### src/rtl/luma_line_buffer.sv
// rtl/luma_line_buffer.sv - ping-pong luma line buffer between pixel source and stateControl
// Writer fills one bank per line; line_start swaps banks only when the write line is complete.

module luma_line_buffer #(
    parameter int                 H_PIXELS    = 256,
    parameter int                 DATA_W      = 8,
    parameter int                 ADDR_W      = 8,
    parameter logic [DATA_W-1:0]  BLACK_LEVEL = DATA_W'(77)
) (
    input  logic              clk_i,
    input  logic              rst_ni,
    input  logic              wr_valid_i,
    output logic              wr_ready_o,
    input  logic [DATA_W-1:0] wr_data_i,
    input  logic              wr_last_i,
    input  logic              line_start_i,
    input  logic              rd_en_i,
    output logic [DATA_W-1:0] rd_data_o,
    output logic [ADDR_W:0]   fill_count_o,
    output logic              underrun_o
);

    typedef enum logic {FILL, DONE} wstate_e;

    localparam logic [ADDR_W:0] H_MAX = (ADDR_W+1)'(H_PIXELS);

    logic [DATA_W-1:0] mem_q [2*H_PIXELS];
    logic [ADDR_W:0]   rlen_q [2];
    wstate_e           state_q;
    logic              wbank_q;
    logic [ADDR_W:0]   fill_q;
    logic [ADDR_W:0]   rptr_q;
    logic [DATA_W-1:0] rd_data_q;
    logic              underrun_q;

    logic              rbank;
    logic              beat;
    logic              complete;
    logic              swap;
    logic [ADDR_W:0]   fill_d;
    logic [ADDR_W:0]   rptr_d;
    logic [ADDR_W:0]   rlen_rd;
    logic [ADDR_W:0]   waddr;
    logic [ADDR_W:0]   raddr;

    assign rbank      = ~wbank_q;
    assign wr_ready_o = (state_q == FILL);
    assign beat       = wr_valid_i & wr_ready_o;
    assign fill_d     = fill_q + 1'b1;
    assign rptr_d     = rptr_q + 1'b1;
    assign complete   = beat & (wr_last_i | (fill_d == H_MAX));
    // A line finishing in the very cycle of line_start still counts as complete.
    assign swap       = line_start_i & ((state_q == DONE) | complete);
    assign rlen_rd    = rlen_q[rbank];
    assign waddr      = {wbank_q, fill_q[ADDR_W-1:0]};
    assign raddr      = {rbank, rptr_q[ADDR_W-1:0]};

    assign rd_data_o    = rd_data_q;
    assign fill_count_o = fill_q;
    assign underrun_o   = underrun_q;

    always_ff @(posedge clk_i) begin
        if (beat) begin
            mem_q[waddr] <= wr_data_i;
        end
    end

    always_ff @(posedge clk_i or negedge rst_ni) begin
        if (!rst_ni) begin
            state_q    <= FILL;
            wbank_q    <= 1'b0;
            rlen_q[0]  <= '0;
            rlen_q[1]  <= '0;
            fill_q     <= '0;
            rptr_q     <= '0;
            rd_data_q  <= BLACK_LEVEL;
            underrun_q <= 1'b0;
        end else begin
            if (beat) begin
                fill_q <= fill_d;
                if (complete) begin
                    rlen_q[wbank_q] <= fill_d;
                    state_q         <= DONE;
                end
            end

            if (line_start_i) begin
                rptr_q <= '0;
                if (swap) begin
                    wbank_q <= ~wbank_q;
                    fill_q  <= '0;
                    state_q <= FILL;
                end else begin
                    underrun_q <= 1'b1;
                end
            end else if (rd_en_i) begin
                if (rptr_q < rlen_rd) begin
                    rd_data_q <= mem_q[raddr];
                    rptr_q    <= rptr_d;
                end else begin
                    rd_data_q <= BLACK_LEVEL;
                end
            end
        end
    end

endmodule

### config.mk
export PLATFORM = sky130hd
export DESIGN_NAME = luma_line_buffer
export DESIGN_NICKNAME = d
export VERILOG_FILES = /design/src/rtl/luma_line_buffer.sv
export SDC_FILE = /design/constraint.sdc
export NUM_CORES = 2
export LEC_CHECK = 0
export ABC_AREA = 1
export ABC_CLOCK_PERIOD_IN_PS = 3410
export BUFFER_PORTS_ARGS = -buffer_cell sky130_fd_sc_hd__buf_2
export CORE_MARGIN = 4
export CORE_UTILIZATION = 30
export CTS_CLUSTER_SIZE = 14
export DETAILED_ROUTE_END_ITERATION = 16
export SETUP_SLACK_MARGIN = 0.4
export SLEW_MARGIN = 20
export SYNTH_ARGS = -nofsm -noshare
export SYNTH_HDL_FRONTEND = slang
export SYNTH_SLANG_ARGS = --single-unit
### constraint.sdc
create_clock -name clk_i -period 3.41 [get_ports clk_i]
set_input_delay 0.682 -clock clk_i [delete_from_list [all_inputs] [get_ports clk_i]]
set_output_delay 0.682 -clock clk_i [all_outputs]
set_load 0.01 [all_outputs]
Yosys cells after proc, flatten, opt, wreduce, memory -nomap -nowiden
Memories as Yosys holds them, arrays and structs flattened.
Index checks and enable logic that the tools add are counted.
W data, S select, Z words.
{ "totals": {"register_bits": 47, "ram_bits": 4096, "out_inout_bits": 19, "word_cells": 54, "mem_count": 1} }
{ "classes": {"n_addsub": 2, "n_lt_le_gt_ge": 4, "n_eq_ne": 1, "muxes": 19, "bitwise": 11, "n_reduce_logical": 8} }
{ "mem_list": {"columns": ["memory", "words", "word_bits", "rd", "rd_ports_with_merged_regs", "wr", "line", "text"], "rows": [
  ["mem_q", 512, 8, 1, 0, 1, "27", "logic [DATA_W-1:0] mem_q [2*H_PIXELS];"]
]} }
{ "op_table": {"columns": ["cell", "count"], "rows": [
  ["$mux W9", 10],
  ["$add A9 B1 Y9 const B", 2],
  ["$bwmux W18", 1],
  ["$reduce_and A2 Y1", 5],
  ["$demux W9 S1", 1],
  ["$eq A9 B9 Y1 const B", 1],
  ["$lt A9 B9 Y1", 1],
  ["$mux W8", 1],
  ["$mux W1", 6],
  ["$ge A2 B2 Y1 const B", 2],
  ["$not A1 Y1", 4],
  ["$not A1 Y2", 2],
  ["$reduce_bool A2 Y1", 2],
  ["$and A1 B1 Y1", 3],
  ["$lt A2 B1 Y1 const B", 1],
  ["$or A1 B1 Y1", 2],
  ["$logic_and A1 B1 Y1", 1]
]} }

Depth between registers and ports, before layout
{ "depth": {"ltp_word": 9, "ltp_mapped": 24} }

Worst setup path before layout
No wires, ideal clock.
{ "synth_timing": {"kind": "input port to flip-flop", "start": "in wr_valid_i", "end": "mem mem_q[395][0] (enable)", "setup_ns": 0.370, "arrival_ns": 2.072, "required_ns": 3.040, "slack_ns": 0.968, "path_stages": 8, "n_path_buf": 2, "path_cell_list": "inv_1 -> nor2_1 -> inv_1 -> clkbuf_1 -> nor3_1 -> inv_1 -> clkbuf_1 -> nor2_1"} }
{ "synth_via": {"elab_chain_len": 3} }
{ "synth_rtl": {"columns": ["element", "line", "text"], "rows": [
  ["start: declaration", "12", "input logic wr_valid_i,"],
  ["$and A1 B1 Y1", "48", "assign beat = wr_valid_i & wr_ready_o;"],
  ["$mux W1", "63", "if (beat) begin"],
  ["$mux W1 (implied by the code)", "64", "mem_q[waddr] <= wr_data_i;"],
  ["end: declaration", "27", null]
]} }
No other way between the ends.

Worst setup path in the final report
{ "layout_timing": {"start": "reg rptr_q[0]", "end": "reg rd_data_q[6] (netlist: rd_data_o[6])"} }
{ "layout_via": {"elab_chain_len": 2, "elab_cells_between_ends": 3, "classes_between": "order compare (1); mux (1); memory (1)"} }
{ "layout_rtl": {"columns": ["element", "line", "text"], "rows": [
  ["start: declaration", "32", "logic [ADDR_W:0] rptr_q;"],
  ["start signal: assignment", "99", "rptr_q <= rptr_d;"],
  ["$mem_v2 Z512 W8 or $lt A9 B9 Y1 (tied branches)", null, null],
  ["$mux W8 (*)", "97", "if (rptr_q < rlen_rd) begin"],
  ["end signal: assignment", "98", "rd_data_q <= mem_q[raddr];"],
  ["end: declaration", "33", "logic [DATA_W-1:0] rd_data_q;"]
]} }
Mark *: on every way between the ends. The rest lies on a longest branch, timed or not.
A chain may end at the register's enable or synchronous reset.

==> out/metrics.csv <==
metric,value,unit
HPWL after detailed placement,298000,um
post-synthesis sequential area ratio,73.2,%
first-pass detailed-route iteration total,6,
critical path startpoint category,flop,
Syn Nets,14400,
unrepaired setup endpoints after global routing,yes,
worst setup margin,0.289,ns
DP Worst Slack,0.139,ns
CTS tree,done,
width of the die,760,um
clk buf depth,4,
Worst-path clk slew,0.06,ns
Rows,276,
Fmax,320,MHz
initial core utilization,30.1,%
initial DRC count,13300,
Cell Pwr Density,641,nW/um^2
Worst VDD drop,0.455,mV
P&R area growth vs syn,17.1,%
clock root buffer,clkbuf_16,
WL/cell,21.9,um
setup TNS,0,ns
fraction of layout cells with a size suffix above 1,11.7,%
Congestion Overflow GR,0,
DRT antenna net count,0,
Port Buf Inserts,32,
Max Clock Skew,0.0827,ns
Die H,760,um
Clk pwr share,34.7,%
Fillers,54500,
post-synthesis cell count,14400,
status,completed,
adder-cell share of the synthesized area,0.0958,%
GRT Total Usage,16.6,%
crit-path max FO,18,
final core utilization,35.2,%
critical path endpoint category,flop,
WL final,499000,um
post-synthesis register bit count,4143,
Yosys warnings,0,
antenna violations before repair,16,
Hold Fails Final Rpt,0,
CTS buffer count,419,
max_slew headroom,33.8,%
number of vias per cell,4.95,
Switching Share,30.1,%
WS Path Type,flop to flop,
Crit path arrival time,4.04,ns
Compound-Gate Fraction of Synth Area,7.92,%
hold_ws,0.111,ns
fin crit share,91.5,%
share of the synthesized area in the top cell type,72.5,%
HP Class,input port to flop,
Synth area leader,edfxtp_1,
Synth Area in XOR/XNOR,0.0568,%
Sink Count,4143,
synth top area cells,"edfxtp_1, nor2_1, nand2_1",
IO Pins,33,
vias in the first global route,107000,
clk_lat worst skew,1.00,ns
Tightest Pin Transition,0.989,ns
drt drc,0,
Int Pwr,89.1,mW
Power Total,127,mW
H-tree Lvls,5,
Final GP Congestion,0.855,
max-capacitance violation count,0,
global-route wire length before repair,730000,um
NumNets Final,14900,
post-layout minimum cycle time,3.12,ns
Max Slew Vio Count,0,
P_sw,38.3,mW
final setup fails,0,
largest net degree at the start of global routing,137,
Critical Path RT,4.33,ns
Mean Syn Cell Area,11.8,um^2
core region area,564000,um^2
area of the mapped netlist,170000,um^2
synth unique cells,36,
largest family of logic cells by synthesized area,simple AND/OR/NAND/NOR gates,
post-synthesis mux area share,0.153,%
routed vias,113000,
Pleak,68.7,nW
simple logic cell fraction of the synthesized area,14.7,%
die area,578000,um^2
Combinational Power Share,20.9,%
Seq pwr share,44.4,%
-- layout by cell type (no fill, tap or decap), types with 277 or more instances in the layout --
| master | netlist | final |
|---|---|---|
| edfxtp_1 | 4096 | 4096 |
| nor2_1 | 3168 | 3141 |
| nand2_1 | 2080 | 2065 |
| o21ai_0 | 1494 | 1494 |
| nand3_1 | 971 | 937 |
| buf_4 | 120 | 786 |
| inv_1 | 489 | 478 |
| clkbuf_16 | 0 | 428 |
| o211ai_1 | 349 | 349 |
| a21oi_1 | 280 | 277 |
-- cell type report --
| class | count | area, um^2 | share of cell area (%) |
|---|---|---|---|
| Multi-Input combinational cell | 8786 | 39300 | 19.8 |
| Tap cell | 7506 | 9390 | 4.73 |
| Clock buffer | 508 | 10900 | 5.49 |
| Antenna cell | 2 | 5.00 | 0.00252 |
| Inverter | 508 | 1990 | 1.00 |
| Clock inverter | 244 | 2060 | 1.04 |
| Sequential cell | 4143 | 124000 | 62.5 |
| Timing Repair Buffer | 1046 | 10900 | 5.47 |
-- synth_stat cells, drive strengths merged --
master and instances:
nand4 5, a21oi 280, nor2 3169, nand3b 1, a211oi 6, a22oi 31, o21bai 1, buf 540
dfrtp 43, xnor2 2, nand3 972, inv 497, nand2 2082, or2 44, edfxtp 4096, o31ai 1
clkinv 11, clkbuf 413, nor3 7, dfstp 4, mux2i 26, xor2 9, ha 13, o22ai 140
o211ai 349, o21ai 1648
-- layer usage --
layer / GRT usage [%] / part of all wire [%]
met2: 26.6 / 46
met4: 5.05 / 3.3
met3: 3.16 / 8.9
met5: 0 / 0.0080
met1: 22.7 / 41
-- kinds of logic after synthesis --
logic type / Yosys count
XOR/XNOR: 11
buffers and inverters: 1461
adder cells (fa/ha/maj): 13
AND/OR/NAND/NOR: 6280
AO/OA/AOI/OAI: 2456
flip-flops: 4143
multiplexers: 26
-- power by group through the flow --
stage	clock network, mW	registers, mW	logic (mW)
floorplan	0	57.5	15.1
global placement	0	57.7	25.4
detailed placement	0	57.7	25.5
CTS	44.8	56.6	26.3
global route	47.0	56.6	28.9
finish	44.2	56.6	26.6
-- critical path, stage by stage, from the launching register on --
cell and delay, ns:
dfrtp_4 0.57, buf_12 0.20, buf_4 0.17, bufbuf_16 0.29, or2_2 0.30, nand3_1 0.07, nand2_1 0.05, nand2_1 0.05
nand2_1 0.05, nor2_1 0.09, nand2_1 0.15, nand3_1 0.13, nand3_1 0.22, nand3_1 0.17, buf_4 0.18, nand2_1 0.06
nand2_1 0.07, nand3_1 0.08, nand2_1 0.07, inv_1 0.05
-- metrics by stage --
step / cell area [um^2] / instances
floorplan: 170000 / 14400
global placement: 185000 / 21900
detailed placement: 185000 / 22000
CTS: 198000 / 22700
global route: 199000 / 22700
finish: 199000 / 22700
-- final timing paths --
path	cells after the start	startpoint	endpoint	slack, ns
worst max-delay path	19	rptr_q[0]	rd_data_o[6]	0.29
min in group asynchronous	2	rst_ni	rptr_q[0]	0.23
worst min-delay path	1	wr_data_i[5]	mem_q[232][5]	0.11
worst min register to register	2	rlen_q[11]	rlen_q[11]	0.49
max in group asynchronous	4	rst_ni	fill_count_o[0]	2.32
worst max register to register	19	rptr_q[0]	rd_data_o[6]	0.29
-- sequential cells by signal (all words and copies together), names as in the netlist --
name          flops
fill_count_o      9
mem_q          4096
rd_data_o         8
rlen_q           18
rptr_q            9
state_q           1
underrun_o        1
wbank_q           1
-- what timing repair did --
item                                    in CTS  in global routing
endpoints found under the hold margin       10                  0
gates resized for setup                     69                 40
hold buffers                                 2                  0
endpoints found under the setup margin     179                137
gates cloned                                10                  5
setup buffers                               12                 10
pin swaps                                    4                  5
No activity file was read; power rests on OpenSTA's default activity.
